===== src/rtl/rv16_pkg.sv =====
// Shared widths and the pending-write record used by the writeback buffer.
// Entries are packed as {dst, data}, with the register index in the upper bits.
package rv16_pkg;
    localparam int DATA_W     = 16;
    localparam int REG_ADDR_W = 3;
    localparam int NUM_REGS   = 1 << REG_ADDR_W;
    localparam int WB_DEPTH   = 4;

    typedef struct packed {
        logic [REG_ADDR_W-1:0] dst;
        logic [DATA_W-1:0]     data;
    } wb_entry_t;
endpackage


===== src/rtl/wb_fifo.sv =====
// Two-push / one-pop circular buffer. Push port a is written before port b when
// both fire. The raw entry array is exposed so the parent can search pending writes.
module wb_fifo #(
    parameter int W     = 19,
    parameter int DEPTH = 4,
    parameter int PW    = $clog2(DEPTH),
    parameter int CW    = $clog2(DEPTH + 1)
) (
    input  logic                       clk,
    input  logic                       rst_n,
    input  logic                       push_a,
    input  logic [W-1:0]               data_a,
    input  logic                       push_b,
    input  logic [W-1:0]               data_b,
    input  logic                       pop,
    output logic [W-1:0]               head,
    output logic [CW-1:0]              count,
    output logic [PW-1:0]              rd_ptr,
    output logic [DEPTH-1:0][W-1:0]    entries
);
    logic [W-1:0]  mem [DEPTH];
    logic [PW-1:0] wr_ptr_reg;
    logic [PW-1:0] rd_ptr_reg;
    logic [CW-1:0] count_reg;
    logic [PW-1:0] wr_b_slot;

    // Port b lands one slot further on when port a also pushes this cycle.
    assign wr_b_slot = push_a ? wr_ptr_reg + PW'(1) : wr_ptr_reg;

    always_ff @(posedge clk) begin
        if (rst_n) begin
            if (push_a) mem[wr_ptr_reg] <= data_a;
            if (push_b) mem[wr_b_slot]  <= data_b;
        end
    end

    always_ff @(posedge clk) begin
        if (!rst_n) begin
            wr_ptr_reg <= '0;
            rd_ptr_reg <= '0;
            count_reg  <= '0;
        end else begin
            wr_ptr_reg <= wr_ptr_reg + PW'(push_a) + PW'(push_b);
            rd_ptr_reg <= rd_ptr_reg + PW'(pop);
            count_reg  <= count_reg + CW'(push_a) + CW'(push_b) - CW'(pop);
        end
    end

    assign head   = mem[rd_ptr_reg];
    assign count  = count_reg;
    assign rd_ptr = rd_ptr_reg;

    genvar gi;
    generate
        for (gi = 0; gi < DEPTH; gi++) begin : g_entries
            assign entries[gi] = mem[gi];
        end
    endgenerate
endmodule


===== src/rtl/writeback_buffer.sv =====
// Register-file write port: merges load and ALU results into an in-order queue
// and drains one write per cycle. Optional bypass lookup enabled by WB_BYPASS_EN.
module writeback_buffer #(
    parameter int DATA_W = rv16_pkg::DATA_W,
    parameter int ADDR_W = rv16_pkg::REG_ADDR_W,
    parameter int DEPTH  = rv16_pkg::WB_DEPTH,
    parameter int CW     = $clog2(DEPTH + 1)
) (
    input  logic              clk,
    input  logic              rst_n,
    input  logic              memValid,
    output logic              memReady,
    input  logic [ADDR_W-1:0] memReg,
    input  logic [DATA_W-1:0] memData,
    input  logic              aluValid,
    output logic              aluReady,
    input  logic [ADDR_W-1:0] aluReg,
    input  logic [DATA_W-1:0] aluData,
    output logic              regWrite_en,
    output logic [ADDR_W-1:0] writeReg,
    output logic [DATA_W-1:0] writeData,
    output logic [CW-1:0]     count,
    output logic              empty,
    output logic              full,
    input  logic [ADDR_W-1:0] bypReg,
    output logic              bypHit,
    output logic [DATA_W-1:0] bypData
);
    localparam int W   = ADDR_W + DATA_W;
    localparam int PW  = $clog2(DEPTH);
    localparam int CW1 = CW + 1;

    logic                     push_mem;
    logic                     push_alu;
    logic                     pop;
    logic [W-1:0]             head;
    logic [PW-1:0]            rd_ptr;
    logic [DEPTH-1:0][W-1:0]  fifo_entries;
    logic [CW1-1:0]           alu_need;
    logic                     wen_reg;
    logic [ADDR_W-1:0]        wreg_reg;
    logic [DATA_W-1:0]        wdata_reg;

    // Readiness looks only at registered occupancy; a same-cycle pop earns no credit.
    assign alu_need = {1'b0, count} + CW1'(memValid);
    assign memReady = rst_n && (count < CW'(DEPTH));
    assign aluReady = rst_n && (alu_need < CW1'(DEPTH));
    assign push_mem = memValid && memReady;
    assign push_alu = aluValid && aluReady;
    assign pop      = (count != '0);
    assign empty    = (count == '0);
    assign full     = (count == CW'(DEPTH));

    wb_fifo #(.W(W), .DEPTH(DEPTH), .PW(PW), .CW(CW)) u_fifo (
        .clk     (clk),
        .rst_n   (rst_n),
        .push_a  (push_mem),
        .data_a  ({memReg, memData}),
        .push_b  (push_alu),
        .data_b  ({aluReg, aluData}),
        .pop     (pop),
        .head    (head),
        .count   (count),
        .rd_ptr  (rd_ptr),
        .entries (fifo_entries)
    );

    always_ff @(posedge clk) begin
        if (!rst_n) begin
            wen_reg   <= 1'b0;
            wreg_reg  <= '0;
            wdata_reg <= '0;
        end else if (pop) begin
            wen_reg   <= 1'b1;
            wreg_reg  <= head[W-1 -: ADDR_W];
            wdata_reg <= head[DATA_W-1:0];
        end else begin
            wen_reg   <= 1'b0;
        end
    end

    assign regWrite_en = wen_reg;
    assign writeReg    = wreg_reg;
    assign writeData   = wdata_reg;

`ifdef WB_BYPASS_EN
    logic [DEPTH-1:0]             age_match;
    logic [DEPTH-1:0][DATA_W-1:0] age_data;
    logic                         byp_hit_next;
    logic [DATA_W-1:0]            byp_data_next;

    // Age gi is the gi-th oldest queued entry; larger ages are younger.
    genvar gi;
    generate
        for (gi = 0; gi < DEPTH; gi++) begin : g_age
            logic [PW-1:0] slot;
            assign slot          = rd_ptr + PW'(gi);
            assign age_match[gi] = (CW'(gi) < count) &&
                                   (fifo_entries[slot][W-1 -: ADDR_W] == bypReg);
            assign age_data[gi]  = fifo_entries[slot][DATA_W-1:0];
        end
    endgenerate

    always_comb begin
        byp_hit_next  = 1'b0;
        byp_data_next = '0;
        if (wen_reg && (wreg_reg == bypReg)) begin
            byp_hit_next  = 1'b1;
            byp_data_next = wdata_reg;
        end
        for (int k = 0; k < DEPTH; k++) begin
            if (age_match[k]) begin
                byp_hit_next  = 1'b1;
                byp_data_next = age_data[k];
            end
        end
    end

    assign bypHit  = byp_hit_next;
    assign bypData = byp_data_next;
`else
    logic unused_byp;
    assign unused_byp = ^{bypReg, rd_ptr, fifo_entries};
    assign bypHit     = 1'b0;
    assign bypData    = '0;
`endif
endmodule


===== config.mk =====
export PLATFORM = sky130hd
export DESIGN_NAME = writeback_buffer
export DESIGN_NICKNAME = d
export VERILOG_FILES = /design/src/rtl/rv16_pkg.sv /design/src/rtl/wb_fifo.sv /design/src/rtl/writeback_buffer.sv
export SDC_FILE = /design/constraint.sdc
export NUM_CORES = 1
export LEC_CHECK = 0
export CORE_AREA = 5 5 137 139
export CTS_CLUSTER_SIZE = 10
export DETAILED_ROUTE_END_ITERATION = 10
export DIE_AREA = 0 0 142 144
export PLACE_DENSITY = 0.47
export SLEW_MARGIN = 20
export SYNTH_ARGS = -nofsm -noshare
export SYNTH_HDL_FRONTEND = slang
export SYNTH_SLANG_ARGS = --single-unit
export TNS_END_PERCENT = 20

===== constraint.sdc =====
create_clock -name clk -period 4.6 [get_ports clk]
set_input_delay 0.92 -clock clk [delete_from_list [all_inputs] [get_ports clk]]
set_output_delay 0.92 -clock clk [all_outputs]
set_load 0.05 [all_outputs]

==> summary.md, run 1 <==
| Metric | Value |
|---|---|
| Vias/cell | 4.44 |
| Worst r2r src | u_fifo.count[2] |
| Row count | 49 |
| DP HPWL | 7650 um |
| Async SR Flop Fraction | 0 |
| Min-Delay Startpoint | writeData[2] |
| Sw power | 1.36 mW |
| Fin worst setup slack | 1.03 ns |
| R2R Path End | u_fifo.count[2] |
| Area delta synth->final | 24.1% |
| Die Y | 144 um |
| Initial antenna violation count | 0 |
| Fraction of layout cells with a size suffix above 1 | 0.297 |
| Crit-path max FO | 28 |
| RD Place Congestion | 0.674 |
| Netlist cell types | 32 |
| Chip width | 142 um |
| Die area | 20400 um2 |
| Clock latency on the worst-skew pair | 0.35 ns |
| Clock Pin Slew Worst Setup and Hold Paths | 0.07 ns |
| GRT Residual Overflow | 0 |
| Largest net degree at the start of global routing | 29 |
| CTS H-tree depth | 3 |
| Setup Fix Bufs, Post-CTS | 0 |
| Hold buffers post-CTS | 0 |
| Post-CTS Resized | 0 |
| Initial cell density of the core | 0.291 |
| Drc violations | 0 |
| Int Power | 2.26 mW |
| CTS buffer count | 9 |
| Netlist Area Pre-Place | 5090 um2 |
| Sink of the worst hold path | writeData[2] |
| Post-DRT Antenna Nets | 0 |
| EDFF count, synth | 76 |
| Drt wl/cell | 18.1 um |
| Synth cell count leaders | edfxtp_1 (76), mux2_2 (70), nand2_1 (42) |
| Slew HR | 0.487 |
| CP arrival | 3.82 ns |
| Top Ports | 89 |
| Fin Setup TNS | 0 ns |
| Sw Share | 0.377 |
| Status | complete, no violations |
| Instance count on the critical path | 12 |
| Clock root buffer | clkbuf_16 |
| Reg2reg setup slack | 1.65 ns |
| Ys Warns | 0 |
| Hold path cells | 2 |
| Most flops, register | u_fifo.mem |
| Final setup vio count | 0 |
| Pwr dens | 573 nW/um2 |
| Via count | 2914 |
| Worst slew pin tran | 0.768 ns |
| Buffers on Ports | 68 |
| Cells on worst reg2reg path | 12 |
| Placeable Area | 17500 um2 |
| Post-synth top area share | 0.448 |
| Syn Area/Cell | 14.7 um2 |
| Diode count | 0 |
| Vias in the first global route | 3099 |
| Sequential power share | 0.369 |
| LEAKAGE | 2.21 nW |
| Worst Hold Class | reg -> reg |
| Final Hold Fails | 0 |
| Worst VDD drop | 0.290 mV |
| WP data required | 4.84 ns |
| RSZ-0062 raised after global routing | false |
| Bufs and invs on worst path | 5 |
| GRT Overall Usage | 0.122 |
| Setup Crit Path Kind | in -> reg |
| Total of max-cap violations | 0 |
| Slew Limit Fails | 0 |
| Num Clock Sinks | 103 |
| Worst Setup End Kind | flop |
| First-pass GRT wire length | 18200 um |
| Delay of the slowest cell on the worst path | 0.51 ns |
| Delay-heaviest family, CP | buffers and inverters |
| Count leader, synth | edfxtp_1 |
| Period Utilization, post-route | 0.777 |
| F_max | 0.280 GHz |
| Comb pwr share | 0.416 |
| Slowest CP cell | clkdlybuf4s50_1 |
| Pre-antenna DRT Iters | 4 |
| Most frequent CP cell | inv_1 |
| Routed Wire Length | 11900 um |
| Nets | 478 |
| Crit start category | input pin |
| Critical Path, Cell by Cell | clkdlybuf4s50_1, buf_4, o21ai_1, inv_1, and2_1, inv_1, ha_1, inv_1, fa_1, fa_1, xnor2_1, and2_1 |
| DP Worst Slack | 0.635 ns |
| Crit path from | rst_n |
| Ys flop type | edfxtp_1 |
| Synthesized instance count | 347 |
| Clock Tree Buf Depth | 2 |
| Clk_skew | 0.0110 ns |
| Cell taking the most area after synthesis | edfxtp_1 |
| Synth Register Bits | 103 |
| Filler cells | 1745 |
| Min cycle time layout | 3.57 ns |
| Clk pwr share | 0.215 |
| Largest register FFs | 76 |
| DR iter-0 viols | 174 |
| Part of the Yosys area used for sequential elements | 0.554 |
| CTS tree | built |
| Synth area leaders | edfxtp_1 (45%), mux2_2 (15%), dfxtp_1 (11%) |
-- power by group through the flow --
stage	registers [mW]	clock network [mW]	logic [mW]
global route	1.37	0.845	1.64
floorplan	1.61	0	0.768
CTS	1.35	0.805	1.54
detailed placement	1.37	0	1.53
finish	1.34	0.778	1.51
global placement	1.36	0	1.52
-- how the worst max path moves through the flow --
stage,end
after CTS,u_fifo.count[2]
after detailed placement,u_fifo.count[2]
after floorplan,u_fifo.count[2]
final,u_fifo.count[2]
after global routing,u_fifo.count[2]
after global placement,u_fifo.count[2]
-- layout by cell type (no fill, tap or decap), types with 3 or more instances in the layout --
| cell type | count |
|---|---|
| edfxtp_1 | 76 |
| mux2_2 | 70 |
| clkdlybuf4s50_1 | 67 |
| nand2_1 | 42 |
| dfxtp_1 | 27 |
| mux4_2 | 19 |
| a21boi_0 | 19 |
| buf_4 | 18 |
| conb_1 | 17 |
| and2_1 | 9 |
| clkbuf_16 | 9 |
| inv_1 | 8 |
| ha_1 | 7 |
| mux2_1 | 6 |
| xnor2_1 | 3 |
| a21o_1 | 3 |
| fa_1 | 3 |
-- per-stage QoR --
| stage | hold WS, ns | power (mW) | area [um2] | std cells | utilization |
|---|---|---|---|---|---|
| after CTS | 0.465 | 3.69 | 6320 | 657 | 0.361 |
| after global routing | 0.494 | 3.85 | 6320 | 657 | 0.361 |
| after floorplan | 0.540 | 2.38 | 5150 | 363 | - |
| after detailed placement | 0.457 | 2.90 | 6020 | 641 | 0.343 |
| final | 0.459 | 3.62 | 6320 | 657 | 0.361 |
| after global placement | 0.453 | 2.89 | 6020 | 641 | 0.343 |
-- worst min-delay path, stage by stage, from the launching register on --
cell and delay, ns:
dfxtp_1 0.31, nand2_1 0.04, a21boi_0 0.06
-- routing by layer --
layer / track usage / wire [um]
met5: 0 / 0
met4: 0.0242 / 104
met3: 0.0374 / 629
met2: 0.192 / 5520
met1: 0.167 / 5650
-- cell families after synthesis --
group / after synthesis / synth area share
simple gates: 62 / 0.0589
buf+inv: 45 / 0.0570
compound gates: 25 / 0.0354
xor+xnor: 5 / 0.00860
mux: 96 / 0.256
flops: 103 / 0.554
fa+ha+maj: 10 / 0.0290
other cells: 1 / 0.000736
-- area by class of cell --
| type | instances | area [um2] | share of cell area |
|---|---|---|---|
| clock buffer | 12 | 246 | 0.0390 |
| multi-input combinational | 215 | 2050 | 0.325 |
| tap | 229 | 287 | 0.0453 |
| clock inverter | 4 | 56.3 | 0.00891 |
| sequential | 103 | 2820 | 0.446 |
| timing repair buffer | 86 | 826 | 0.131 |
| inverter | 8 | 30.0 | 0.00475 |
Note: power is estimated with default switching activity, not from simulation.
==> run 2, diff against run 1 <==
Settings changed: PLACE_DENSITY 0.47 to 0.48.
Clock period 4.6 ns to 2.89 ns, I/O delays scaled along.
==> run 2 against run 1 <==
Against the previous run:
- register-to-register slack worse by 1.3 ns
- total power up 69%
- sequential cell count is the same
- sequential power grew 57%
- largest power group unchanged
- highest routed layer unchanged
==> summary.md, run 2 (synthesis gave the netlist of run 1 again) <==
| Metric | Value |
|---|---|
| Top Ports | 89 |
| Worst Setup End Kind | flop |
| Fin Setup TNS | 0 ns |
| Worst Hold Class | reg -> reg |
| Row count | 49 |
| Crit path from | memValid |
| Clock latency on the worst-skew pair | 0.35 ns |
| Pwr dens | 926 nW/um2 |
| Initial antenna violation count | 0 |
| Crit start category | input pin |
| Bufs and invs on worst path | 4 |
| Worst slew pin tran | 0.591 ns |
| Final setup vio count | 0 |
| First-pass GRT wire length | 18300 um |
| Vias/cell | 4.44 |
| Diode count | 0 |
| F_max | 0.360 GHz |
| Placeable Area | 17500 um2 |
| Slowest CP cell | clkdlybuf4s50_1 |
| Vias in the first global route | 3075 |
| Busiest layer in global routing | met2 |
| Buffers on Ports | 68 |
| Nets | 497 |
| Die Y | 144 um |
| CTS H-tree depth | 3 |
| Placed Cells | 660 |
| Clock root buffer | clkbuf_16 |
| LEAKAGE | 2.37 nW |
| Drc violations | 0 |
| Most frequent cells in the layout | edfxtp_1 (76), mux2_2 (70), clkdlybuf4s50_1 (65) |
| Via count | 3000 |
| CTS buffer count | 9 |
| Total power | 6.11 mW |
| Num Clock Sinks | 103 |
| Slew Limit Fails | 0 |
| Critical Path, Cell by Cell | clkdlybuf4s50_1, nand4_1, a21oi_2, o21ai_2, inv_2, and2_1, inv_1, ha_1, inv_1, fa_1, fa_1, xnor2_1, and2_1 |
| DP HPWL | 8400 um |
| Chip width | 142 um |
| CP arrival | 3.02 ns |
| Worst VDD drop | 0.639 mV |
| Setup Crit Path Kind | in -> reg |
| RD Place Congestion | 0.695 |
| Routed Wire Length | 12200 um |
| Largest net degree at the start of global routing | 23 |
| Multi-input gate area | 2060 um2 |
| Drt wl/cell | 18.0 um |
| GRT Overall Usage | 0.122 |
| Final Hold Fails | 0 |
| Seq. cell area | 2830 um2 |
| Pre-antenna DRT Iters | 4 |
| GRT Residual Overflow | 0 |
| Clock Tree Buf Depth | 2 |
| Final core utilization | 0.376 |
| Initial cell density of the core | 0.291 |
| Clock Pin Slew Worst Setup and Hold Paths | 0.07 ns |
| WP data required | 3.13 ns |
| Fraction of layout cells with a size suffix above 1 | 0.349 |
| Clk_skew | 0.00823 ns |
| Area delta synth->final | 29.4% |
| Routing usage on met2 | 0.196 |
| CTS tree | built |
| WHS | 0.461 ns |
| Met1 Use GR | 0.160 |
| DR iter-0 viols | 107 |
| Worst r2r src | u_fifo.count[2] |
| Hold buffers post-CTS | 0 |
| Filler cells | 1697 |
| Layout Cells excl Fill | 676 |
| Min cycle time layout | 2.78 ns |
| Delay of the slowest cell on the worst path | 0.48 ns |
| Total of max-cap violations | 0 |
| Most common cell after layout, fill and taps aside | edfxtp_1 |
| Setup Fix Bufs, Post-CTS | 0 |
| Most flops, register | u_fifo.mem |
| Delay-heaviest family, CP | adder cells |
| Period Utilization, post-route | 0.962 |
| Min-Delay Startpoint | writeData[2] |
| Grt met3 use | 0.0394 |
| Status | complete, no violations |
| Largest register FFs | 76 |
| Post-DRT Antenna Nets | 0 |
| Die area | 20400 um2 |
| Crit-path max FO | 2 |
| Slew HR | 0.606 |
==> run 2: cell types whose count changed in the layout (fill, tap and decap cells not counted), moves of 2 or more <==
cell and change:
clkbuf_1 -2, buf_12 +6, inv_6 +2, clkinvlp_4 -2, clkdlybuf4s50_1 -2, buf_4 +15
dfxtp_1 -3, bufinv_16 +2, dfxtp_2 +3
==> run 2: final cells by class <==
cell class | count | share of cell area
clock buffer | 10 | 0.0362
clock inverter | 6 | 0.0171
inverter | 8 | 0.00455
multi-input combinational | 215 | 0.313
sequential | 103 | 0.429
tap | 229 | 0.0434
timing repair buffer | 105 | 0.157
==> run 2: layer usage <==
metal	up-vias	share of wire
li1	1440	-
met1	1471	0.46
met2	78	0.48
met3	11	0.054
met4	0	0.012
met5	-	0
==> run 2: power breakdown <==
part           total, mW  switching (mW)  internal (mW)
logic               2.58            1.49           1.08
clock network       1.42           0.549          0.875
registers           2.11           0.169           1.94
==> run 2: through the flow <==
stage          worst slack (ns)  area, um2
6_report                  0.110       6600
5_1_grt                -0.00319       6600
4_1_cts                   0.114       6590
3_5_place_dp             -0.253       6240
3_3_place_gp             -0.248       6240
2_1_floorplan            0.0391       5160
==> run 2: path summary, 6_finish.rpt <==
kind,to,slack [ns],depth (start not counted)
setup / recovery,u_fifo.count[2],0.11,13
hold / removal,writeData[2],0.46,2
setup reg to reg,u_fifo.count[2],0.31,12
hold reg to reg,writeData[2],0.46,2
==> run 2: worst reg2reg max path, delay by kind of cell, from the launching register on <==
family / cells / cell delay [ns]
adder cells (fa/ha/maj): 3 / 1.03
AND/OR/NAND/NOR: 3 / 0.55
flip-flops: 1 / 0.36
AO/OA/AOI/OAI: 2 / 0.24
buffers and inverters: 3 / 0.16
XOR/XNOR: 1 / 0.13
==> run 2: timing repair <==
item / CTS / global route
setup endpoints to repair: 0 / 1
gates resized for setup: 0 / 2
hold endpoints to repair: 0 / 0
